File: src/rtl/regfile_param.sv
// Parametrised two-read/two-write register file with a post-reset clear sweep,
// optional same-cycle write bypass and optional hardwired zero register.
module regfile_param #(
    parameter int DATA_W   = 32,
    parameter int ADDR_W   = 5,
    parameter int ZERO_REG = 1,
    parameter int BYPASS   = 1
) (
    input  logic              Clk,
    input  logic              reset,
    input  logic [ADDR_W-1:0] ReadReg1,
    input  logic [ADDR_W-1:0] ReadReg2,
    output logic [DATA_W-1:0] ReadData1,
    output logic [DATA_W-1:0] ReadData2,
    input  logic [ADDR_W-1:0] WriteReg1,
    input  logic [DATA_W-1:0] WriteData1,
    input  logic              RegWrite1,
    input  logic [ADDR_W-1:0] WriteReg2,
    input  logic [DATA_W-1:0] WriteData2,
    input  logic              RegWrite2,
    output logic              Ready
);

    localparam int DEPTH = 2 ** ADDR_W;

    typedef enum logic {
        CLEAR,
        RUN
    } state_t;

    state_t            state_q, state_d;
    logic [ADDR_W-1:0] ptr_q, ptr_d;
    logic              ready_q, ready_d;
    logic [DATA_W-1:0] mem [DEPTH];

    logic              run_we1, run_we2;

    // NOTE: every variable assigned in always_comb gets a default first, so no path can infer a latch.
    always_comb begin
        state_d = state_q;
        ptr_d   = ptr_q;
        ready_d = ready_q;
        if (state_q == CLEAR) begin
            ptr_d = ptr_q + ADDR_W'(1);
            if (ptr_q == ADDR_W'(DEPTH - 1)) begin
                state_d = RUN;
                ready_d = 1'b1;
            end
        end
    end

    // NOTE: sequential state uses non-blocking assignments so every flop samples pre-edge values.
    always_ff @(posedge Clk) begin
        if (reset) begin
            state_q <= CLEAR;
            ptr_q   <= '0;
            ready_q <= 1'b0;
        end else begin
            state_q <= state_d;
            ptr_q   <= ptr_d;
            ready_q <= ready_d;
        end
    end

    // Address 0 drops writes when hardwired to zero.
    assign run_we1 = RegWrite1 && !((ZERO_REG != 0) && (WriteReg1 == '0));
    assign run_we2 = RegWrite2 && !((ZERO_REG != 0) && (WriteReg2 == '0));

    // NOTE: the array has no reset branch; the clear sweep zeroes it so it can map onto plain RAM/flops without reset.
    always_ff @(posedge Clk) begin
        if (!reset) begin
            if (state_q == CLEAR) begin
                mem[ptr_q] <= '0;
            end else begin
                if (run_we1) mem[WriteReg1] <= WriteData1;
                // Port 2 is assigned last so it wins on an address collision.
                if (run_we2) mem[WriteReg2] <= WriteData2;
            end
        end
    end

    always_comb begin
        ReadData1 = '0;
        ReadData2 = '0;
        if (state_q == RUN) begin
            if ((ZERO_REG != 0) && (ReadReg1 == '0))
                ReadData1 = '0;
            else if ((BYPASS != 0) && RegWrite2 && (WriteReg2 == ReadReg1))
                ReadData1 = WriteData2;
            else if ((BYPASS != 0) && RegWrite1 && (WriteReg1 == ReadReg1))
                ReadData1 = WriteData1;
            else
                ReadData1 = mem[ReadReg1];

            if ((ZERO_REG != 0) && (ReadReg2 == '0))
                ReadData2 = '0;
            else if ((BYPASS != 0) && RegWrite2 && (WriteReg2 == ReadReg2))
                ReadData2 = WriteData2;
            else if ((BYPASS != 0) && RegWrite1 && (WriteReg1 == ReadReg2))
                ReadData2 = WriteData1;
            else
                ReadData2 = mem[ReadReg2];
        end
    end

    assign Ready = ready_q;

endmodule
File: config.mk
export PLATFORM = sky130hd
export DESIGN_NAME = regfile_param
export DESIGN_NICKNAME = d
export VERILOG_FILES = /design/src/rtl/regfile_param.sv
export SDC_FILE = /design/constraint.sdc
export NUM_CORES = 2
export LEC_CHECK = 0
export BUFFER_PORTS_ARGS = -buffer_cell sky130_fd_sc_hd__buf_2
export CORE_MARGIN = 1
export CORE_UTILIZATION = 36
export DETAILED_ROUTE_END_ITERATION = 10
export PLACE_DENSITY = 0.54
export SLEW_MARGIN = 20
export SYNTH_ARGS = -nofsm -noshare
export SYNTH_HDL_FRONTEND = slang
export SYNTH_SLANG_ARGS = --single-unit
File: constraint.sdc
create_clock -name Clk -period 9 [get_ports Clk]
set_clock_uncertainty 0.2 [all_clocks]
set_input_delay 0.45 -clock Clk [delete_from_list [all_inputs] [get_ports Clk]]
set_output_delay 0.45 -clock Clk [all_outputs]
set_load 0.1 [all_outputs]
**After elaboration in Yosys (flattened, before gate mapping)**

Memory sizes are Yosys's and may differ from the RTL's.
Index checks and enable logic that the tools add are counted.

- Register bits after elaboration: 7
- Bits in writable memories: 1024
- Output and inout port bits: 65
- Word-level logic and storage cells: 49
- Memories: 1

Memory list:

| memory | depth | bits a word | rd ports | clocked after Yosys merged registers in | write ports | RTL line | source |
|---|---|---|---|---|---|---|---|
| mem | 32 | 32 | 2 | 0 | 2 | 34 | `logic [DATA_W-1:0] mem [DEPTH];` |

- Add/sub/neg operators: 1
- Equality and inequality tests: 5
- Muxes and demuxes: 24
- Bitwise logic cells: 1
- Reduce and logical (&&, ||, !) cells: 14

Operators by type and width:

| operator | number |
|---|---|
| 2-to-1 mux 32 bit | 9 |
| OR reduction 32 bit | 1 |
| == test 5 bit | 4 |
| zero test 5 bit | 4 |
| 2-to-1 mux 1 bit | 14 |
| logical AND 1 bit | 6 |
| adder 5 x 1 -> 5 bit (second input constant) | 1 |
| == test 5 bit (second input constant) | 1 |
| 2-to-1 mux 5 bit | 1 |
| zero test 1 bit | 2 |
| AND reduction 2 bit | 1 |
| inverter 1 bit | 1 |

**Longest topological paths before layout**

- Word-level depth: 9
- Depth in mapped cells: 10
- Mapped depth without buffers: 5

**Worst setup path before layout**

OpenSTA, ideal clock, no wires.

- Path kind: input-to-output
- From: input ReadReg1[0]
- To: output ReadData1[21]
- Arrival: 4024 ps
- Path slack: 4326 ps
- Stages on the path: 8
- Buffers on the path: 3
- Cell sequence: buf_2 -> buf_4 -> xnor2_1 -> nand4_1 -> o21bai_1 -> clkbuf_1 -> o32ai_1 -> o31ai_1

- Cells in the longest elaborated chain, start to end: 6

RTL lines:

| element | RTL line | source |
|---|---|---|
| start: declaration | 11 | `input logic [ADDR_W-1:0] ReadReg1,` |
| branches (longest 4 deep; another with memory (32 x 32 bit)) | n/a |  |
| 2-to-1 mux 32 bit (*) | 86 | `if ((ZERO_REG != 0) && (ReadReg1 == '0))` |
| 2-to-1 mux 32 bit (*) | 85 | `if (state_q == RUN) begin` |
| end: declaration | 13 | `output logic [DATA_W-1:0] ReadData1,` |

Mark *: on every way between the ends.

**Final worst setup path**

- From: input ReadReg2[3]
- To: output ReadData2[31]

- Cells in the longest elaborated chain, start to end: 6

RTL lines:

| element | RTL line | source |
|---|---|---|
| start: declaration | 12 | `input logic [ADDR_W-1:0] ReadReg2,` |
| branches (longest 4 deep; another with memory (32 x 32 bit)) | n/a |  |
| 2-to-1 mux 32 bit (*) | 95 | `if ((ZERO_REG != 0) && (ReadReg2 == '0))` |
| 2-to-1 mux 32 bit (*) | 85 |  |
| end: declaration | 14 | `output logic [DATA_W-1:0] ReadData2,` |

Marked as above.

==> results.ini <==
[route]
drt_iter0_drc=6532
vias=45188
routed_wirelength_mm=231
ant_nets=0
remaining_drc_errors=0
post_drt_wl_per_cell_um=32.2
dr.pass1.iters=6
via_per_inst=6.29

[floorplan]
die_x_um=412
io-pin-count=153
initial_core_util_pct=36.5
rows=149
dieArea_um2=170000
coreArea_um2=166000
die_h_um=412

[synth]
synth-edff-count=1024
postSynthAreaPerCell_um2=11.7
yosys_register_bits=1031
synth_top_flop_cell=edfxtp_1
syn_area_um2=60400
ys_async_sr_fraction_pct=0
synthTopCellsByArea=edfxtp_1 51%, mux4_2 19%, o21ai_0 8.9%
yosysTopAreaCell=edfxtp_1
synthCells=5180
yosys_warnings=0
ys_seq_area_share_pct=51.1
synth_nets=5270
synth_top_area_share_pct=50.9
ys_types=55

[clock_network]
cts.sinks=1031
hold_buffers=1
cts_setup_buffers=0
cts.clk_slew.worst_paths_ns=0.07
htree_levels=3
numCtsBuffers=115
cts_resized=0
cts_buffer_depth=3
cts_tree=done
cts-root-buf=clkbuf_16
clock_latency_ns=0.75

[setup_path]
critPathLaunchType=input port
critPathRequiredTime_ns=8.35
cp-end-kind=primary output
arrival_ns=4.59
cp_slowest_cell=o21ai_4
crit_path_max_incr_delay_ns=0.86
critPathMaxFanout=36
crit_chain=buf_2 -> buf_4 -> xnor2_1 -> nand4_1 -> buf_4 -> o21ai_4 -> buf_4 -> o21ai_0 -> o21ai_0 -> buf_2
r2r_cells=6
crit_path_frequent_cell=buf_4
worst-setup-path-type=in -> out

[sta]
worst_slew_pin_slew_ns=1.19
fmax_mhz=191
slew_violations=0
tns_ns=0
final-hold-violation-count=0
rsz0062_at_grt=no
setup_viol=0
relSlewSlack_pct=20.3
min_period_ns=5.24
period_share_pct=58.2

[final_layout]
fillers=15389
area.sequential_um2=30900
drive_above_1_share_pct=22.4
layout_commonest_cell=nand2_1
final_cell_mix=1,099 x nand2_1, 1,073 x o21ai_0, 1,024 x edfxtp_1, 512 x mux4_2, 144 x buf_2
nNetsFinal=4980
fin_cells=7179
multi_input_area_um2=27100
area_growth_pct=9.93

[status]
status=finished clean

[global_routing]
grt_pass1_vias=42776
grt_max_degree=118
grt.overflow.total=0
grt_first_pass_wirelength_mm=324
grt_usage_pct=26.9
antenna_found_initial=19

[min_path]
hold_depth=3
hold_path.class=in -> reg

[flow_run]
drv_cap=0

[pwr]
ir_drop_mv=0.151
power_density_nw_per_um2=163
power_mw=10.9
p_leak_nw=19.6

[placement]
hpwlAfterDp_mm=126
place_congestion=0.824
portBuffers=152
post-place-cells=6960

power breakdown:
part / internal (mW) / switching (mW) / leakage, nW
combinational: 0.315 / 0.544 / 9.53
clock: 2.67 / 2.08 / 1.78
sequential: 5.24 / 0.0151 / 8.34
state kept, by name, indices dropped and copies added (netlist names):
signal and cells:
mem 1024, state_q 1, Ready 1, ptr_q 5
metal layers:
metal | global-route usage, % | routed length (µm) | up-vias
li1 | - | - | 18907
met2 | 41.3 | 104000 | 3049
met3 | 5.42 | 27000 | 577
met1 | 37.5 | 90100 | 22643
met5 | 0 | 62 | -
met4 | 10.5 | 9980 | 12
worst max-delay path: cells and delay by family:
family | cells | cell delay [ns]
and+or+nand+nor | 1 | 0.11
buffers and inverters | 5 | 2.00
xor gates and xnor gates | 1 | 0.20
AOI/OAI and AO/OA | 3 | 1.76
cells by family (layout without fill, tap and decap cells):
family          Yosys count  after routing  synth area share, %
simple gates           1345           1345                 8.79
other cells               0              5                    0
mux                     709            709                 22.5
flops                  1031           1031                 51.1
xor+xnor                 23             23                0.333
fa+ha+maj                 2              2               0.0414
compound gates         1327           1327                 12.1
buf+inv                 743            548                 5.09
per-stage QoR:
stage               setup WS (ns)  area (µm²)  hold WS, ns  util (%)
global route                 3.89       66400        0.169      40.1
floorplan                    4.33       60400        0.338         -
finish                       3.76       66400        0.166      40.1
global placement             3.91       62700        0.287      37.8
CTS                          4.00       66400        0.116      40.1
detailed placement           4.00       62700        0.291      37.8
final cells by class:
type                       count  share of cell area [%]
timing repair buffer         267                    2.64
multi-input combinational   3406                    40.8
inverter                      69                   0.390
antenna                        5                  0.0188
clock inverter                73                    1.01
sequential                  1031                    46.5
clock buffer                 139                    4.50
tap                         2189                    4.12
final timing paths:
| path | startpoint | end | slack [ns] |
|---|---|---|---|
| setup reg to reg | state_q | mem[4][21] | 4.07 |
| setup / recovery | ReadReg2[3] | ReadData2[31] | 3.76 |
| hold / removal | WriteData2[17] | mem[3][17] | 0.17 |
| hold reg to reg | Ready | Ready | 0.30 |
Yosys cell counts (33+ instances only):
cell type,instances
a21oi_1,35
buf_2,113
clkbuf_1,498
edfxtp_1,1024
inv_1,69
mux2_2,95
mux2i_1,102
mux4_2,512
nand2_1,1104
nor2_1,144
o21ai_0,1074
o31ai_1,34
o32ai_1,33
(Power assumes the default switching activity.)
